===== src/rtl/uart_leds7_pkg.sv =====
// Shared definitions for the UART-to-seven-segment receiver.
// Provides the receiver state enum, the bit-period helper and the
// active-low {g,f,e,d,c,b,a} segment lookup for hex digits 0..F.
package uart_leds7_pkg;

  typedef enum logic [2:0] {
    IDLE,
    START,
    DATA,
    STOP,
    WAIT_HIGH
  } rx_state_t;

  // Rounded clock cycles per serial bit; clk_mhz in MHz, rate in bit/s.
  function automatic int unsigned clks_per_bit(input int unsigned clk_mhz,
                                               input int unsigned rate);
    return (clk_mhz * 1_000_000 + rate / 2) / rate;
  endfunction

  localparam logic [6:0] SEG_LUT [16] = '{
    7'h40, 7'h79, 7'h24, 7'h30, 7'h19, 7'h12, 7'h02, 7'h78,
    7'h00, 7'h10, 7'h08, 7'h03, 7'h46, 7'h21, 7'h06, 7'h0E
  };

endpackage


===== src/rtl/uart_leds7_rx_hex_to_7seg.sv =====
// Combinational hex digit to active-low seven-segment decoder.
// Ports: value - 4-bit nibble; seg_c - {g,f,e,d,c,b,a}, active-low.
module hex_to_7seg
  import uart_leds7_pkg::*;
(
  input  logic [3:0] value,
  output logic [6:0] seg_c
);

  assign seg_c = SEG_LUT[value];

endmodule


===== src/rtl/uart_leds7_rx.sv =====
// 8N1 UART receiver that shows the last good byte on two hex displays.
// Ports: clk, reset (sync, active-high), uart_rx (async serial, idles high),
//        data (last good byte), data_valid / frame_error (1-cycle pulses),
//        hex0 / hex1 (low / high nibble, active-low gfedcba).
module uart_leds7_rx
  import uart_leds7_pkg::*;
#(
  parameter int unsigned CLK_FREQ = 50,
  parameter int unsigned BIT_RATE = 115200
) (
  input  logic       clk,
  input  logic       reset,
  input  logic       uart_rx,
  output logic [7:0] data,
  output logic       data_valid,
  output logic       frame_error,
  output logic [6:0] hex0,
  output logic [6:0] hex1
);

  localparam int unsigned CPB   = clks_per_bit(CLK_FREQ, BIT_RATE);
  localparam int unsigned HALF  = CPB / 2;
  localparam int unsigned CNT_W = $clog2(CPB + 1);

  logic [1:0]       rx_sync;
  logic             rx_s;
  logic             rx_prev;
  rx_state_t        state;
  logic [CNT_W-1:0] clk_cnt;
  logic [2:0]       bit_cnt;
  logic [7:0]       shreg;
  logic [6:0]       seg_lo_c;
  logic [6:0]       seg_hi_c;

  assign rx_s = rx_sync[1];

  // Two-flop synchronizer plus one delayed copy for falling-edge detection.
  always_ff @(posedge clk) begin
    if (reset) begin
      rx_sync <= 2'b11;
      rx_prev <= 1'b1;
    end else begin
      rx_sync <= {rx_sync[0], uart_rx};
      rx_prev <= rx_s;
    end
  end

  // Receiver state machine with registered data and status pulses.
  always_ff @(posedge clk) begin
    if (reset) begin
      state       <= IDLE;
      clk_cnt     <= '0;
      bit_cnt     <= '0;
      shreg       <= '0;
      data        <= '0;
      data_valid  <= 1'b0;
      frame_error <= 1'b0;
    end else begin
      data_valid  <= 1'b0;
      frame_error <= 1'b0;
      case (state)
        IDLE: begin
          clk_cnt <= '0;
          if (rx_prev && !rx_s) begin
            state   <= START;
            bit_cnt <= '0;
          end
        end
        START: begin
          // Re-check the line at mid start bit to reject glitches.
          if (clk_cnt == CNT_W'(HALF - 1)) begin
            clk_cnt <= '0;
            state   <= rx_s ? IDLE : DATA;
          end else begin
            clk_cnt <= clk_cnt + CNT_W'(1);
          end
        end
        DATA: begin
          if (clk_cnt == CNT_W'(CPB - 1)) begin
            clk_cnt <= '0;
            shreg   <= {rx_s, shreg[7:1]};
            bit_cnt <= bit_cnt + 3'd1;
            if (bit_cnt == 3'd7) state <= STOP;
          end else begin
            clk_cnt <= clk_cnt + CNT_W'(1);
          end
        end
        STOP: begin
          if (clk_cnt == CNT_W'(CPB - 1)) begin
            clk_cnt <= '0;
            if (rx_s) begin
              data       <= shreg;
              data_valid <= 1'b1;
              state      <= IDLE;
            end else begin
              frame_error <= 1'b1;
              state       <= WAIT_HIGH;
            end
          end else begin
            clk_cnt <= clk_cnt + CNT_W'(1);
          end
        end
        WAIT_HIGH: begin
          // Hold off until a break ends so it is not taken as a start bit.
          clk_cnt <= '0;
          if (rx_s) state <= IDLE;
        end
        default: state <= IDLE;
      endcase
    end
  end

  hex_to_7seg u_hex_lo (.value(data[3:0]), .seg_c(seg_lo_c));
  hex_to_7seg u_hex_hi (.value(data[7:4]), .seg_c(seg_hi_c));

  // Display registers trail data by one cycle.
  always_ff @(posedge clk) begin
    if (reset) begin
      hex0 <= SEG_LUT[0];
      hex1 <= SEG_LUT[0];
    end else begin
      hex0 <= seg_lo_c;
      hex1 <= seg_hi_c;
    end
  end

endmodule


===== config.mk =====
export PLATFORM = sky130hd
export DESIGN_NAME = uart_leds7_rx
export DESIGN_NICKNAME = d
export VERILOG_FILES = /design/src/rtl/uart_leds7_pkg.sv /design/src/rtl/uart_leds7_rx_hex_to_7seg.sv /design/src/rtl/uart_leds7_rx.sv
export SDC_FILE = /design/constraint.sdc
export NUM_CORES = 1
export LEC_CHECK = 0
export ABC_AREA = 0
export BUFFER_PORTS_ARGS = -buffer_cell sky130_fd_sc_hd__buf_2
export CORE_ASPECT_RATIO = 1.2
export CORE_MARGIN = 4
export CORE_UTILIZATION = 24
export DETAILED_ROUTE_END_ITERATION = 16
export GPL_ROUTABILITY_DRIVEN = 0
export SLEW_MARGIN = 15
export SYNTH_ARGS = -nofsm -noshare
export SYNTH_HDL_FRONTEND = slang
export SYNTH_SLANG_ARGS = --single-unit

===== constraint.sdc =====
create_clock -name clk -period 3.8 [get_ports clk]
set_input_delay 0.57 -clock clk [delete_from_list [all_inputs] [get_ports clk]]
set_output_delay 0.57 -clock clk [all_outputs]
set_load 0.1 [all_outputs]

==> impl_metrics.csv <==
group,metric,value,unit
sta,hold_violations,0,
power_and_ir_drop,fin_total_pwr,0.001059,W
synth,yosys_most_used_dff,"dfxtp_1",
clock_tree,h-tree-depth,2,
worst_hold_path,hold_class,"reg2reg",
power_and_ir_drop,clkPwrFrac,0.481,
detailed_routing,postRouteAntennaNets,0,
global_route,grt_pass1_vias,1716,
floorplan,coreArea,0.009613,mm2
floorplan,die_area,0.01159,mm2
cells_and_area,diodes,0,
sta,rsz0062_at_grt,"no",
worst_setup_path,cp-end-kind,"output port",
synth,ys_types,49,
clock_tree,clockBufferDepth,2,
synth,synth-edff-count,0,
cells_and_area,drive_above_1_share,0.1643,
synth,netlist_area,0.002381,mm2
synth,synth-seq-cells,50,
sta,final.setup.tns,0,ps
clock_tree,clk_latency,290,ps
place,placedInstanceArea,0.002610,mm2
power_and_ir_drop,p_per_area,380.5,mW/mm2
clock_tree,cts_made_buffers,5,
power_and_ir_drop,ir_drop,0.0001619,V
sta,tightestPinTransition,766.2,ps
detailed_routing,wl_per_cell,10.78,um
detailed_routing,drt_iter0_markers,48,
clock_tree,clock-sinks,50,
worst_setup_path,r2r_setup_slack,1810,ps
place,port_buffers,26,
worst_hold_path,hold_path_end,"rx_sync[1]",
clock_tree,cts_root_buf,"clkbuf_16",
clock_tree,path_clk_slew,70,ps
cells_and_area,seq_area,0.001001,mm2
worst_setup_path,required,3230,ps
sta,min_period_over_period,0.5339,
synth,async_flop_share,0,
place,detailed_place_hpwl,3.177,mm
power_and_ir_drop,power_frac_comb,0.018,
worst_setup_path,crit_chain,"buf_2",
detailed_routing,drc,0,
cells_and_area,final_cell_mix,"dfxtp_1, nor2_1, nand2_1",
clock_tree,cts_resized,0,
global_route,grt_first_pass_wirelength,7.893,mm
sta,slew_violations,0,
power_and_ir_drop,pwr-share-seq,0.501,
power_and_ir_drop,switchingPower,0.0002126,W
power_and_ir_drop,intPower,0.0008463,W
detailed_routing,vias_per_cell,4.416,
worst_hold_path,min_path_cells,1,
floorplan,initial_utilization,0.2477,
global_route,track_usage,0.08228,
sta,max_slew_margin,0.4879,
job,cap_violations,0,
sta,setup_viol_count_final,0,
global_route,antenna_found_initial,0,
cells_and_area,fill_cells,1012,
worst_setup_path,path_depth,1,
worst_setup_path,cp_max_fo,18,
synth,avgSynthCellArea,8.985,um2
worst_setup_path,r2r_start,"bit_cnt[0]",
detailed_routing,vias,1806,
synth,yosysWarnings,0,
detailed_routing,first_pass_iters,3,
floorplan,die_w,98.93,um
worst_setup_path,cp_slowest_stage_delay,640,ps
sta,min_period,2029,ps
worst_setup_path,r2r-end,"state[1]",
worst_setup_path,rr_worst_depth,6,
worst_setup_path,crit_slowest_cell,"dfxtp_1",
synth,seq_area_frac_synth,0.4204,
clock_tree,cts_setup_buffers,0,
floorplan,num_io_pins,27,
floorplan,dieHeight,117.1,um
sta,skew,3.347,ps
worst_setup_path,arrival,1460,ps
cells_and_area,areaGrowthSynthToFinish,16.87,%
sta,hold_slack,409.4,ps
run_status,status,"finished, final reports clean",
cells_and_area,fin_cells,409,
global_route,grt_max_degree,42,
cells_and_area,layout.nets,305,
clock_tree,cts_tree,"built",
cells_and_area,fin_area,0.002783,mm2
synth,syn_nets,285,
worst_setup_path,cp_num_buf_inv,1,
detailed_routing,finalWirelength,4.409,mm
global_route,grt_overflow,0,
worst_hold_path,worstHoldStart,"rx_sync[0]",
cells_and_area,final_common_cell,"dfxtp_1",
synth,syn_inst,265,
worst_setup_path,crit_family,"flip-flops",
worst_setup_path,path_class,"reg2out",
power_and_ir_drop,swShare,0.2008,
sta,clock.fmax,492.9,MHz
power_and_ir_drop,p_leak,1.091,nW
worst_setup_path,crit_path_start_kind,"flop",
place,placedCellCount,401,
floorplan,row_count,39,
cells_and_area,multiInputGateArea,0.001284,mm2
clock_tree,ctsHoldBuffers,0,
power by group through the flow:
stage	Sequential (W)	Clock, W	Combinational (W)
final	0.000530	0.000510	0.0000193
after global routing	0.000530	0.000549	0.0000221
after CTS	0.000530	0.000527	0.0000198
after detailed placement	0.000542	0	0.0000197
after global placement	0.000542	0	0.0000194
after floorplan	0.000540	0	0.0000173
metal layers:
metal	track usage	vias to the layer above	wire [um]
li1	-	952	-
met2	0.1456	24	2170
met3	0.02371	6	214
met5	0	-	0
met1	0.09541	824	1956
met4	0.02823	0	68
stage by stage:
step | util | setup WS [ps]
3_3_place_gp | 0.2715 | 1855
4_1_cts | 0.2895 | 1750
2_1_floorplan | - | 1619
6_report | 0.2895 | 1771
5_1_grt | 0.2895 | 1664
3_5_place_dp | 0.2715 | 1796
Yosys cell counts, types with 4 or more instances:
library cell / count / share of area
nand2b_1: 8 / 0.021
a21oi_1: 19 / 0.040
a211oi_1: 6 / 0.019
nor2_1: 39 / 0.061
or2_2: 4 / 0.011
inv_1: 9 / 0.014
ha_1: 17 / 0.089
xor2_1: 7 / 0.026
buf_1: 4 / 0.0063
nand3_1: 7 / 0.015
clkbuf_1: 7 / 0.011
mux2i_1: 10 / 0.042
dfxtp_1: 50 / 0.42
a311oi_1: 4 / 0.015
nand2_1: 33 / 0.052
worst max path at each step:
stage	startpoint	end	slack, ps
2_1_floorplan	data[0]	hex0[1]	1620
3_3_place_gp	bit_cnt[0]	state[1]	1850
3_5_place_dp	bit_cnt[0]	state[0]	1800
4_1_cts	data[3]	data[3]	1750
5_1_grt	bit_cnt[0]	state[0]	1660
6_report	data[3]	data[3]	1770
flip-flops by register name (all words and copies together), names as in the netlist:
name / count
rx_prev: 1
bit_cnt: 3
data: 8
state: 3
shreg: 8
frame_error: 1
hex0: 7
hex1: 7
clk_cnt: 9
rx_sync: 2
data_valid: 1
cells by family (layout without fill, tap and decap cells):
logic type               after synthesis  count (layout)  synth area share
AND/OR/NAND/NOR                      112             112            0.2496
flip-flops                            50              50            0.4204
AO/OA/AOI/OAI                         44              44            0.1240
buffers and inverters                 23              44           0.04046
adder cells (fa/ha/maj)               17              17           0.08933
multiplexers                          11              11           0.04677
XOR/XNOR                               8               8           0.02943
area by class of cell:
type | count | area share
inverters | 9 | 0.01214
multi-input cells | 192 | 0.4613
clock buffers | 5 | 0.04496
clock inverters | 3 | 0.01709
flip-flops and latches | 50 | 0.3597
repair buffers | 27 | 0.04946
well taps | 123 | 0.05531
Power figures use the tool's default switching activity.
